[config.mk]
export PLATFORM = sky130hd
export DESIGN_NAME = hex_entry_buffer
export DESIGN_NICKNAME = d
export VERILOG_FILES = /design/src/rtl/hex_entry_pkg.sv /design/src/rtl/hex_entry_slot.sv /design/src/rtl/hex_entry_buffer.sv
export SDC_FILE = /design/constraint.sdc
export NUM_CORES = 1
export LEC_CHECK = 0
export CAP_MARGIN = 20
export CORE_MARGIN = 2
export CORE_UTILIZATION = 35
export DETAILED_ROUTE_END_ITERATION = 6
export GPL_TIMING_DRIVEN = 0
export PLACE_DENSITY = 0.66
export REMOVE_ABC_BUFFERS = 1
export SLEW_MARGIN = 20
export SYNTH_ARGS = -nofsm -noshare
export SYNTH_HDL_FRONTEND = slang
export SYNTH_SLANG_ARGS = --single-unit
[constraint.sdc]
create_clock -name clk -period 3.5 [get_ports clk]
set_input_delay 0.7 -clock clk [delete_from_list [all_inputs] [get_ports clk]]
set_output_delay 0.7 -clock clk [all_outputs]
set_load 0.005 [all_outputs]
[src/rtl/hex_entry_pkg.sv]
// hex_entry_pkg: shared types for the hex entry buffer.
// FSM state encoding, action enum and the input priority selector.
package hex_entry_pkg;

  typedef enum logic [1:0] {
    IDLE = 2'd0,
    HOLD = 2'd1,
    SEND = 2'd2
  } state_t;

  typedef enum logic [2:0] {
    ACT_NONE   = 3'd0,
    ACT_CLR    = 3'd1,
    ACT_BKSP   = 3'd2,
    ACT_COMMIT = 3'd3,
    ACT_DIGIT  = 3'd4
  } act_t;

  // clear > backspace > commit > digit
  function automatic act_t pickAct(
    input logic clr,
    input logic bksp,
    input logic commit,
    input logic key
  );
    if (clr)
      return ACT_CLR;
    else if (bksp)
      return ACT_BKSP;
    else if (commit)
      return ACT_COMMIT;
    else if (key)
      return ACT_DIGIT;
    else
      return ACT_NONE;
  endfunction

endpackage

[src/rtl/hex_entry_slot.sv]
// hex_entry_slot: one entry slot, MSB-first digit register + saturating count.
// Ports: clk, rst (async active-low), wrEn/bkEn/clrEn, digit -> data, cnt.
module hex_entry_slot
  import hex_entry_pkg::*;
#(
  parameter int DIGITS = 16,
  parameter int CW     = $clog2(DIGITS + 1)
) (
  input  logic                clk,
  input  logic                rst,
  input  logic                wrEn,
  input  logic                bkEn,
  input  logic                clrEn,
  input  logic [3:0]          digit,
  output logic [4*DIGITS-1:0] data,
  output logic [CW-1:0]       cnt
);

  logic [4*DIGITS-1:0] dNxt;
  logic [CW-1:0]       cNxt;

  // digit n (0-based) lives in nibble DIGITS-1-n
  always_comb begin
    dNxt = data;
    cNxt = cnt;
    if (clrEn) begin
      dNxt = '0;
      cNxt = '0;
    end else if (bkEn) begin
      if (cnt != '0) begin
        for (int i = 0; i < DIGITS; i++)
          if (i == DIGITS - int'(cnt))
            dNxt[4*i +: 4] = 4'h0;
        cNxt = cnt - 1'b1;
      end
    end else if (wrEn) begin
      if (int'(cnt) < DIGITS) begin
        for (int i = 0; i < DIGITS; i++)
          if (i == DIGITS - 1 - int'(cnt))
            dNxt[4*i +: 4] = digit;
        cNxt = cnt + 1'b1;
      end
    end
  end

  always_ff @(posedge clk or negedge rst) begin
    if (!rst) begin
      data <= '0;
      cnt  <= '0;
    end else begin
      data <= dNxt;
      cnt  <= cNxt;
    end
  end

endmodule

[src/rtl/hex_entry_buffer.sv]
// hex_entry_buffer: multi-slot hex entry with one action per press and
// a valid/ready commit port. Ports: key/bksp/clr/commit inputs, sel,
// out_ready -> out_valid/out_data/out_slot, value/count/full/state.
// Option: HEX_ENTRY_AUTOCOMMIT_EN sends a slot as soon as it fills.
module hex_entry_buffer
  import hex_entry_pkg::*;
#(
  parameter int DIGITS = 16,
  parameter int SLOTS  = 2,
  localparam int SW = (SLOTS > 1) ? $clog2(SLOTS) : 1,
  localparam int CW = $clog2(DIGITS + 1)
) (
  input  logic                clk,
  input  logic                rst,
  input  logic                key_valid,
  input  logic [3:0]          key_digit,
  input  logic                bksp_in,
  input  logic                clr_in,
  input  logic                commit_in,
  input  logic [SW-1:0]       sel,
  input  logic                out_ready,
  output logic                out_valid,
  output logic [4*DIGITS-1:0] out_data,
  output logic [SW-1:0]       out_slot,
  output logic [4*DIGITS-1:0] value,
  output logic [CW-1:0]       count,
  output logic                full,
  output logic [1:0]          state
);

  state_t        st;
  logic [SW-1:0] act;
  logic [SW-1:0] selEff;
  act_t          action;
  logic          anyIn;

  logic [4*DIGITS-1:0] slotData [SLOTS];
  logic [CW-1:0]       slotCnt  [SLOTS];
  logic [SLOTS-1:0]    wrEn;
  logic [SLOTS-1:0]    bkEn;
  logic [SLOTS-1:0]    clrEn;

  assign selEff = (int'(sel) < SLOTS) ? sel : '0;
  assign action = pickAct(clr_in, bksp_in, commit_in, key_valid);
  assign anyIn  = key_valid | bksp_in | clr_in | commit_in;

  assign value = slotData[act];
  assign count = slotCnt[act];
  assign full  = (count == CW'(DIGITS));
  assign state = st;

  always_comb begin
    wrEn  = '0;
    bkEn  = '0;
    clrEn = '0;
    for (int i = 0; i < SLOTS; i++) begin
      if (st == IDLE && act == SW'(i)) begin
        wrEn[i]  = (action == ACT_DIGIT);
        bkEn[i]  = (action == ACT_BKSP);
        clrEn[i] = (action == ACT_CLR);
      end
    end
  end

  for (genvar g = 0; g < SLOTS; g++) begin : gSlot
    hex_entry_slot #(
      .DIGITS(DIGITS),
      .CW    (CW)
    ) uSlot (
      .clk  (clk),
      .rst  (rst),
      .wrEn (wrEn[g]),
      .bkEn (bkEn[g]),
      .clrEn(clrEn[g]),
      .digit(key_digit),
      .data (slotData[g]),
      .cnt  (slotCnt[g])
    );
  end

  always_ff @(posedge clk or negedge rst) begin
    if (!rst) begin
      st        <= IDLE;
      act       <= '0;
      out_valid <= 1'b0;
      out_data  <= '0;
      out_slot  <= '0;
    end else begin
      unique case (st)
        IDLE: begin
          act <= selEff;
          unique case (action)
            ACT_NONE: st <= IDLE;
            ACT_CLR:  st <= HOLD;
            ACT_BKSP: st <= HOLD;
            ACT_COMMIT: begin
              if (full) begin
                st        <= SEND;
                out_valid <= 1'b1;
                out_data  <= value;
                out_slot  <= act;
              end else begin
                st <= HOLD;
              end
            end
            ACT_DIGIT: begin
`ifdef HEX_ENTRY_AUTOCOMMIT_EN
              // last digit always lands in nibble 0
              if (count == CW'(DIGITS - 1)) begin
                st        <= SEND;
                out_valid <= 1'b1;
                out_data  <= {value[4*DIGITS-1:4], key_digit};
                out_slot  <= act;
              end else begin
                st <= HOLD;
              end
`else
              st <= HOLD;
`endif
            end
            default: st <= IDLE;
          endcase
        end
        HOLD: begin
          if (!anyIn)
            st <= IDLE;
        end
        SEND: begin
          if (out_ready) begin
            out_valid <= 1'b0;
            st        <= HOLD;
          end
        end
        default: st <= IDLE;
      endcase
    end
  end

endmodule

* Word-level counts from Yosys, hierarchy flattened
Index checks and enable logic that the tools add are counted.
** Cells by class
- Reduce and logical (&&, ||, !) cells :: 84
- Magnitude comparators :: 3
- Equality and inequality tests :: 105
- Add/sub/neg operators :: 8
- Mux-type cells :: 109
- Bitwise logic cells :: 5
** Operators by type and width (number)
- equality test 5 x 32 -> 1 bit, first input constant :: 32
- two-way mux 64 bit :: 13
- equality test 4 x 32 -> 1 bit, first input constant :: 16
- equality test 3 x 32 -> 1 bit, first input constant :: 8
- two-way mux 4 bit :: 64
- AND reduction 5 bit :: 32
- equality test 2 x 32 -> 1 bit, first input constant :: 4
- zero test 32 bit :: 4
- nonzero test 3 bit :: 36
- inequality test 3 bit, second input constant :: 34
- two-way mux 5 bit :: 13
- two-way mux 3 bit :: 4
- subtractor 4 x 5 -> 6 bit, first input constant :: 2
- subtractor 5 x 5 -> 6 bit, first input constant :: 2
- adder 5 x 1 -> 5 bit, second input constant :: 2
- less-than comparator 5 bit, second input constant :: 2
- nonzero test 5 bit :: 2
- subtractor 5 x 1 -> 5 bit, second input constant :: 2
- two-way mux 1 bit :: 9
- AND reduction 3 bit :: 3
- equality test 3 x 2 -> 1 bit, second input constant :: 2
- two-way mux 2 bit :: 3
- inequality test 2 bit, second input constant :: 3
- one-hot mux 2 bit (3 select lines) :: 1
- 18 further kinds :: 21
** Word-level totals
- Word-level logic and storage cells :: 353
- Flip-flop bits (word level) :: 207

* Depth between registers and ports, before layout
Gate-level depths: netlist (run 1).
- Depth after elaboration :: 9
- Depth in mapped cells :: 10
- Mapped depth without buffers :: 8

* Cells and area by module
From an unflattened synthesis (run 1), not the netlist that was laid out.
** Unflattened totals
- Cell total of the unflattened synthesis :: 855
- Area total of the unflattened synthesis :: 10886.7 um2
** By module, submodules not included
- hex_entry_slot :: cells each 305, area an instance 3604.7 um2, seq. area each 1726.7 um2, instances 2
- hex_entry_buffer :: cells each 245, area an instance 3677.3 um2, seq. area each 1726.7 um2, instances 1

* Worst setup path before layout (run 1)
OpenSTA, ideal clock, no wires.
- Path type :: register -> register
- From :: register gSlot[1].uSlot.cnt[1]
- To :: register gSlot[1].uSlot.data[56]
- Period minus slack after synthesis :: 2696 ps
- Library setup time :: 125 ps
- Stages on the path, launching flop included :: 10
- Data arrival time :: 2572 ps
- Path slack :: 804 ps
- Buffers on the path :: 3
- Path through :: dfrtp_1 clkbuf_1 clkbuf_1 nor3_1 ha_1 nand2b_1 buf_1 nor4_1 o31ai_1 mux2_2
** Between the ends
- Longest elaborated chain between the ends :: 4
- Elaborated cells between the ends (all ways) :: 11
- Those cells by class :: 2 x add/sub; 1 x order compare; 4 x eq/ne; 4 x reduce/logical
** RTL lines
- from (decl) :: line hex_entry_slot.sv:16 : output logic [CW-1:0] cnt
- from (signal assigned) :: line hex_entry_slot.sv:52 : cnt <= cNxt;
- subtractor 5 x 5 -> 6 bit or subtractor 4 x 5 -> 6 bit (tied branches) :: line hex_entry_slot.sv:32, hex_entry_slot.sv:39
- equality test 5 x 32 -> 1 bit, on equally long branches :: line hex_entry_slot.sv:32, hex_entry_slot.sv:39
- inequality test 3 bit (no source line) or nonzero test 3 bit (tied branches)
- AND reduction 5 bit (no source line) *
- to (signal assigned) :: line hex_entry_slot.sv:51 : data <= dNxt;
- to (decl) :: line hex_entry_slot.sv:15 : output logic [4*DIGITS-1:0] data,
Every way passes the cells marked *; elsewhere a longest branch is shown, timed or not.
A chain may end at the register's enable or synchronous reset.

* Final worst setup path (run 1)
- From :: input bksp_in
- To :: register gSlot[0].uSlot.data[23]
** Between the ends
- Longest elaborated chain between the ends :: 6
- Elaborated cells between the ends (all ways) :: 16
- Those cells by class :: 5 x eq/ne; 7 x mux; 4 x reduce/logical
** RTL lines
- from (decl) :: line hex_entry_buffer.sv:17 : input logic bksp_in,
- two-way mux 3 bit * :: line hex_entry_pkg.sv:28 : else if (bksp)
- two-way mux 3 bit * :: line hex_entry_pkg.sv:26 : if (clr)
- equality test 3 x 1 -> 1 bit, or another cell as far along :: line hex_entry_buffer.sv:60 : clrEn[i] = (action == ACT_CLR);
- two-way mux 1 bit :: line hex_entry_buffer.sv:57 : if (st == IDLE && act == SW'(i)) begin
- inequality test 3 bit (no source line), or another cell as far along
- AND reduction 5 bit (no source line) or two-way mux 64 bit (tied branches)
- to (signal assigned) :: line hex_entry_slot.sv:51
- to (decl) :: line hex_entry_slot.sv:15
Marks and branches as above.

==> results of run 1 <==
## how the worst min path moves through the flow
| stage | start | end | slack [ps] | cells after the start |
|---|---|---|---|---|
| after global routing | rst | out_data[4] | 110 | 1 |
| after floorplan | rst | act | 400 | 0 |
| after global placement | gSlot[0].uSlot.data[15] | gSlot[0].uSlot.data[15] | 460 | 1 |
| final | rst | out_data[4] | 90 | 1 |
| after CTS | rst | out_data[4] | 110 | 1 |
| after detailed placement | gSlot[0].uSlot.data[14] | gSlot[0].uSlot.data[14] | 470 | 1 |
## placed cells by master (no fill, tap or decap), types with 7 or more instances in the layout
master / instances
mux2_2: 172
o31ai_1: 7
clkdlybuf4s50_1: 146
clkbuf_8: 9
o22ai_1: 19
o2bb2ai_1: 18
inv_1: 9
o21a_4: 10
clkbuf_16: 25
nand2b_1: 8
nor4_1: 11
nand3_1: 8
a22o_1: 20
nand2_1: 26
nor2_1: 17
o21a_1: 8
mux2_1: 45
o21ai_0: 14
dfrtp_1: 206
## metal layers
metal  share of wire  up-vias
met2            0.46      237
met5               0        -
met4           0.016        0
met1            0.47     3601
met3           0.051       33
li1                -     3177
## per-stage QoR
step	total power [uW]	utilization	setup slack, ps	hold WS [ps]	instance area, um2
floorplan	3940	-	-1090	404	9770
global placement	4870	0.411	-7200	463	11700
detailed placement	4920	0.418	-768	472	11900
CTS	7650	0.449	40.5	111	12800
global route	7930	0.449	37.1	114	12800
finish	7560	0.449	231	89.8	12800
## state kept, by name, indices dropped and copies added, names as in the netlist
name	flops
out_slot	1
out_data	64
state	2
gSlot.uSlot.cnt	10
gSlot.uSlot.data	128
out_valid	1
act	1
## cells by family after synthesis
family	Yosys count	synth area share
flops	207	0.514
xor+xnor	2	0.00174
mux	218	0.243
fa+ha+maj	4	0.00497
compound gates	144	0.119
buf+inv	69	0.0341
simple gates	136	0.0829
## power groups by stage
| stage | Combinational [uW] | Clock, uW | Sequential (uW) |
|---|---|---|---|
| after floorplan | 895 | 0 | 3050 |
| after global placement | 1710 | 0 | 3160 |
| after detailed placement | 1790 | 0 | 3130 |
| after CTS | 1810 | 2750 | 3090 |
| after global routing | 1930 | 2840 | 3150 |
| final | 1780 | 2690 | 3090 |
## area by class of cell
class                   count  area, um2  area share
flip-flops and latches    207       5180       0.404
multi-input cells         504       4590       0.358
repair buffers            158       1660       0.130
clock buffers              37        761      0.0593
well taps                 384        480      0.0375
clock inverters             7        110     0.00858
inverters                  10       37.5     0.00293
diodes                      1       2.50    0.000195
==> metrics, run 1 <==
reg-to-reg setup timing slack=330 ps; worst r2r dst=gSlot[1].uSlot.data[56]; Tmin final=3270 ps; Fillers=2671; Die X=174 um; critical path capture point=gSlot[0].uSlot.data[23]; RD Place Congestion=0.853; switching power total=2010 uW; Gate power share=0.235; site row count=62; Initial Utilization=0.353; CP max stage delay=780 ps; initial antenna violation count=1; dpl hpwl=17400 um; reg2reg start=gSlot[1].uSlot.cnt[2]; Clock Power Share=0.356; drt wl/cell=19.6 um; io pins=150; share of the synthesized area in the top cell type=0.514; Flop pwr share=0.409; crit-path leading delay family=compound AO/OA/AOI/OAI gates; P_int=5550 uW; Post-CTS Setup Bufs=0; Clock transition at path regs=60 ps; number of CTS-inserted buffers=24; syn_area_per_cell=12.9 um2; initial DRC count=525; CTS Sinks=207; top post-synthesis cells by count=dfrtp_1, mux2_2, mux2_1; crit path from=bksp_in; core area=28500 um2; Max Fclk=306 MHz; maximum VDD drop=372 uV; PwrDens=590 nW/um2; share of layout cells above drive strength 1=0.282; Switching Fraction=0.266; Post-Syn Area=10100 um2; status=completed; Via Count=7048; largest area contributor in the netlist=dfrtp_1; max-cap viol count=0; drt pass-1 iters=6; vias in the first global route=7074; met2 usage=0.271; measured slew at the worst slew-check pin=1050 ps; cell count after placement=1263; first-pass GRT wire length=40900 um; # setup viols final=0; clk_lat worst skew=510 ps; die area=30200 um2; Vias/cell=5.39; Crit Path Category=input port to flip-flop; Seq/Total Area, Yosys=0.514; Port-buffer cells=149; CP Data Required Time=3890 ps; ys flop type=dfrtp_1; Clock Skew=6.17 ps; Yosys warning count=0; Distinct cells, synth=68; Nets=921; EDFF count, synth=0; worst path bufs/invs=1; RSZ-0062 raised after global routing=false; top post-synthesis cells by area=dfrtp_1, mux2_2, mux2_1; P&R area growth vs syn=27.3%; met1 GRT Util=0.242; crit path DAT=3660 ps; hold buffers post-CTS=0; Final ANT Viol Nets=0; Fin. Hold Viols=0; Critical Path Start Type=input port; P_leak=0.00551 uW; Slew Viols, Final=0; total grt overflow=0; critical path, cell by cell=clkdlybuf4s15_1 > or4b_4 > a31oi_4 > o21a_1 > mux2_2; Finished Layout Cells=1308; busiest grt layer=met2; DRC violation count after routing=0; CTS root buffer=clkbuf_16; cell with the most instances after synthesis=dfrtp_1; max_slew headroom=0.301; Worst setup EP type=flip-flop; largest net degree at the start of global routing=84; slowest CP cell=or4b_4; Synth async-reset ratio=1.00; Worst path depth=5; met3 Usage GRT=0.0261; Max Root-Sink Buffers=3; cts repair resizes=1; drt total wl=25600 um; Worst Reg-to-Reg Cells=7; chip height=174 um; Crit Path Max Fanout=28; hold crit path type=input port to asynchronous set/reset pin; cell count after synthesis=780; H-tree levels=1; GRT Util Overall=0.168; aggregate negative setup slack=0 ps; post-synthesis register bit count=207; period utilisation layout=0.934; CTS tree=done
No activity file was read; power rests on OpenSTA's default activity.
==> run 2, diff against run 1 <==
CORE_ASPECT_RATIO = 0.8   (was not set)
CORE_UTILIZATION = 25   (was 35)
PLACE_DENSITY = 0.53   (was 0.66)
==> metrics, run 2 (synthesis gave the netlist of run 1 again) <==
DRC violation count after routing=0; Die X=228 um; # setup viols final=0; max-cap viol count=0; Gate power share=0.241; hold crit path type=flip-flop to flip-flop; Reg with most FFs=gSlot.uSlot.data; Worst Reg-to-Reg Cells=7; Clock Power Share=0.362; drt wl/cell=19.9 um; Crit Path Category=flip-flop to primary output; maximum VDD drop=412 uV; largest net degree at the start of global routing=94; Nets=925; Slew Viols, Final=0; Switching Fraction=0.281; clk_lat worst skew=560 ps; Via Count=7048; Post-DP Area=12100 um2; core area=39600 um2; PwrDens=592 nW/um2; RSZ-0062 raised after global routing=false; number of CTS-inserted buffers=25; P_leak=0.00554 uW; met3 Usage GRT=0.0330; total inserted antenna cells=0; commonest non-fill, non-tap cell in the layout=dfrtp_1; busiest grt layer=met2; Initial Utilization=0.254; chip height=184 um; met1 GRT Util=0.200; CP max stage delay=590 ps; CTS tree=done; CTS Sinks=207; fin util=0.331; total grt overflow=0; Fin. Hold Viols=0; initial antenna violation count=0; slowest CP cell=dfrtp_4; first-pass GRT wire length=44300 um; initial DRC count=412; Tmin final=3300 ps; critical path, cell by cell=buf_16 > nor4bb_1 > o22a_1 > clkdlybuf4s50_1; CTS root buffer=clkbuf_16; io pins=150; switching power total=2180 uW; die area=42000 um2; H-tree levels=1; Critical Path Start Type=flip-flop; Worst setup EP type=primary output; Port-buffer cells=149; Max Root-Sink Buffers=3; P_int=5580 uW; drt pass-1 iters=5; Max Fclk=303 MHz; Largest regs=gSlot.uSlot.data: 128 flops, out_data: 64 flops, gSlot.uSlot.cnt: 10 flops; P&R area growth vs syn=29.9%; crit path DAT=2600 ps; period utilisation layout=0.943; Crit Path Max Fanout=45; max reg flops=128; vias in the first global route=7139; met2 usage=0.201; Clock Skew=29.2 ps; site row count=65; GRT Util Overall=0.136; share of layout cells above drive strength 1=0.284; status=completed; Clock transition at path regs=60 ps; measured slew at the worst slew-check pin=901 ps; CP Data Required Time=2800 ps; Flop pwr share=0.396; max_slew headroom=0.398; Hold Path Depth=1; most frequent cells in the layout=dfrtp_1, mux2_2, clkdlybuf4s50_1; Vias/cell=4.81; dpl hpwl=19600 um; RD Place Congestion=0.822; drt total wl=29100 um; Final ANT Viol Nets=0; Finished Cell Area=13100 um2
==> run 2: what timing repair did <==
action / 4_1_cts / 5_1_grt
buffers inserted: 1 / 1
setup endpoints to repair: 96 / 5
endpoints found under the hold margin: 2 / 0
hold buffers: 1 / 0
resized for setup: 3 / 4
==> run 2: power groups by stage <==
stage	Sequential [uW]	Combinational [uW]	Clock (uW)
6_report	3070	1870	2810
5_1_grt	3140	2040	3010
4_1_cts	3080	1890	2900
3_5_place_dp	3140	1840	0
3_3_place_gp	3170	1770	0
2_1_floorplan	3050	895	0
==> run 2: final cells by class <==
cell class	instances	area, um2
clock buffers	34	709
clock inverters	12	173
fillers	4008	26500
inverters	10	37.5
multi-input cells	504	4600
flip-flops and latches	207	5180
well taps	536	671
repair buffers	161	1720
==> run 2: worst max-delay path: cells and delay by family (launching register included) <==
kind,cells,cell delay [ps]
AOI/OAI and AO/OA,1,320
and+or+nand+nor,1,310
buffers and inverters,2,820
DFF,1,590
==> run 2: metal layers <==
metal,vias to the layer above,share of wire
met3,45,0.054
met1,3605,0.50
met4,0,0.022
met5,-,0
met2,191,0.43
li1,3207,-
==> run 2: path summary, 6_finish.rpt <==
kind	startpoint	to	slack, ps
max	act	full	200
min	gSlot[0].uSlot.data[48]	gSlot[0].uSlot.data[48]	480
max reg2reg	gSlot[1].uSlot.cnt[2]	gSlot[1].uSlot.data[56]	230
min reg2reg	gSlot[0].uSlot.data[48]	gSlot[0].uSlot.data[48]	480
max in group asynchronous	rst	gSlot[0].uSlot.cnt[1]	1640
min in group asynchronous	rst	out_data[4]	590
==> run 2: per-stage QoR <==
stage               total power [uW]  cells  hold slack (ps)  TNS [ps]  setup slack, ps
global placement                4940   1406              463  -2186980            -7700
floorplan                       3940    721              404    -86110            -1090
detailed placement              4980   1415              470   -113210             -859
CTS                             7880   1463              486         0             69.3
global route                    8180   1464              494         0             34.7
finish                          7760   1464              479         0              201
==> run 3, diff against run 2 <==
SETUP_SLACK_MARGIN = 0.15   (was not set)
clock period = 3.3 ns   (was 3.5 ns; I/O delays follow)
==> metrics, run 3 (synthesis gave the netlist of run 1 again) <==
largest net degree at the start of global routing=94; P&R area growth vs syn=30.1%; Gate power share=0.244; reg-to-reg setup timing slack=260 ps; PwrDens=628 nW/um2; total inserted antenna cells=0; share of layout cells above drive strength 1=0.291; Clock Power Share=0.362; CTS tree=done; total grt overflow=0; drt pass-1 iters=5; max-cap viol count=0; H-tree levels=1; hold crit path type=flip-flop to flip-flop; # setup viols final=0; Via Count=7083; clk_lat worst skew=560 ps; Worst Reg-to-Reg Cells=7; CTS Sinks=207; Crit Path Category=flip-flop to flip-flop; measured slew at the worst slew-check pin=839 ps; Max Root-Sink Buffers=3; Max Fclk=329 MHz; vias in the first global route=7161; Nets=927; dpl hpwl=19600 um; Clock Skew=28.5 ps; Final ANT Viol Nets=0; switching power total=2310 uW; drt wl/cell=20.0 um; site row count=65; aggregate negative setup slack=0 ps; status=completed; io pins=150; DRC violation count after routing=0; chip height=184 um; Initial Utilization=0.254; Clock transition at path regs=60 ps; drt total wl=29400 um; Fin. Hold Viols=0; Reg with most FFs=gSlot.uSlot.data; initial antenna violation count=0; Largest regs=gSlot.uSlot.data: 128 flops, out_data: 64 flops, gSlot.uSlot.cnt: 10 flops; fin util=0.331; worst r2r dst=gSlot[1].uSlot.data[19]; first-pass GRT wire length=44600 um; CTS root buffer=clkbuf_16; RD Place Congestion=0.822; Flop pwr share=0.394; hold slack final=479 ps; P_int=5920 uW; crit path from=gSlot[1].uSlot.cnt[0]; P_leak=0.00553 uW; GRT Util Overall=0.137; Switching Fraction=0.281; Tmin final=3040 ps; Die X=228 um; reg2reg start=gSlot[1].uSlot.cnt[0]; maximum VDD drop=437 uV; Port-buffer cells=149; max reg flops=128; most frequent cells in the layout=dfrtp_1, mux2_2, clkdlybuf4s50_1; critical path capture point=gSlot[1].uSlot.data[19]; RSZ-0062 raised after global routing=true; crit path DAT=3460 ps; period utilisation layout=0.921; number of CTS-inserted buffers=25; commonest non-fill, non-tap cell in the layout=dfrtp_1; Vias/cell=4.83; Fillers=4011; Slew Viols, Final=0; Worst setup EP type=flip-flop; CP Data Required Time=3720 ps; die area=42000 um2; Critical Path Start Type=flip-flop; Crit Path Max Fanout=22; initial DRC count=467; core area=39600 um2; max_slew headroom=0.438
run 3: routing by layer:
layer  up-vias  GRT usage  part of all wire
met4         0     0.0316             0.022
met1      3641      0.202              0.50
met3        47     0.0327             0.055
met5         -          0                 0
li1       3206          -                 -
met2       189      0.202              0.43
run 3: worst max-delay path, cell delays in order, from the launching register on:
cell and delay, ps:
dfrtp_2 550, or2_2 410, nor3_1 180, ha_1 310
nand2b_1 270, nor4_1 570, o21ai_0 320, a22o_1 300
run 3: area by class of cell:
cell class	instances	area, um2	share of cell area
tap	536	671	0.0511
multi-input combinational	505	4610	0.352
clock inverter	12	173	0.0132
inverter	10	37.5	0.00286
sequential	207	5190	0.395
clock buffer	34	709	0.0541
timing repair buffer	162	1730	0.132
run 3: worst min-delay path by stage:
stage / start / endpoint / slack [ps] / cells past startpoint
6_report: gSlot[0].uSlot.data[48] / gSlot[0].uSlot.data[48] / 480 / 1
5_1_grt: gSlot[0].uSlot.data[41] / gSlot[0].uSlot.data[41] / 490 / 1
4_1_cts: gSlot[0].uSlot.data[48] / gSlot[0].uSlot.data[48] / 490 / 1
3_5_place_dp: gSlot[1].uSlot.data[52] / gSlot[1].uSlot.data[52] / 470 / 1
3_3_place_gp: gSlot[0].uSlot.data[55] / gSlot[0].uSlot.data[55] / 460 / 1
2_1_floorplan: rst / act / 360 / 0
run 3: timing repair:
| action | in CTS | in global routing |
|---|---|---|
| hold buffers | 1 | 0 |
| pin swaps | 0 | 1 |
| setup buffers | 3 | 0 |
| cloned | 0 | 1 |
| hold endpoints to repair | 29 | 0 |
| gates resized for setup | 5 | 6 |
| endpoints found under the setup margin | 236 | 98 |
run 3: per-stage QoR:
step	instances	power, uW	area, um2	setup WS [ps]
after floorplan	721	4180	9770	-1290
after global placement	1406	5240	11900	-7860
after detailed placement	1415	5280	12100	-1020
after CTS	1465	8370	13100	152
after global routing	1466	8690	13100	60.5
final	1466	8230	13100	262
run 3: power groups by stage:
stage / Sequential (uW) / Clock [uW] / Combinational [uW]
5_1_grt: 3310 / 3190 / 2180
2_1_floorplan: 3230 / 0 / 949
6_report: 3240 / 2980 / 2010
3_5_place_dp: 3330 / 0 / 1950
3_3_place_gp: 3360 / 0 / 1880
4_1_cts: 3240 / 3080 / 2060
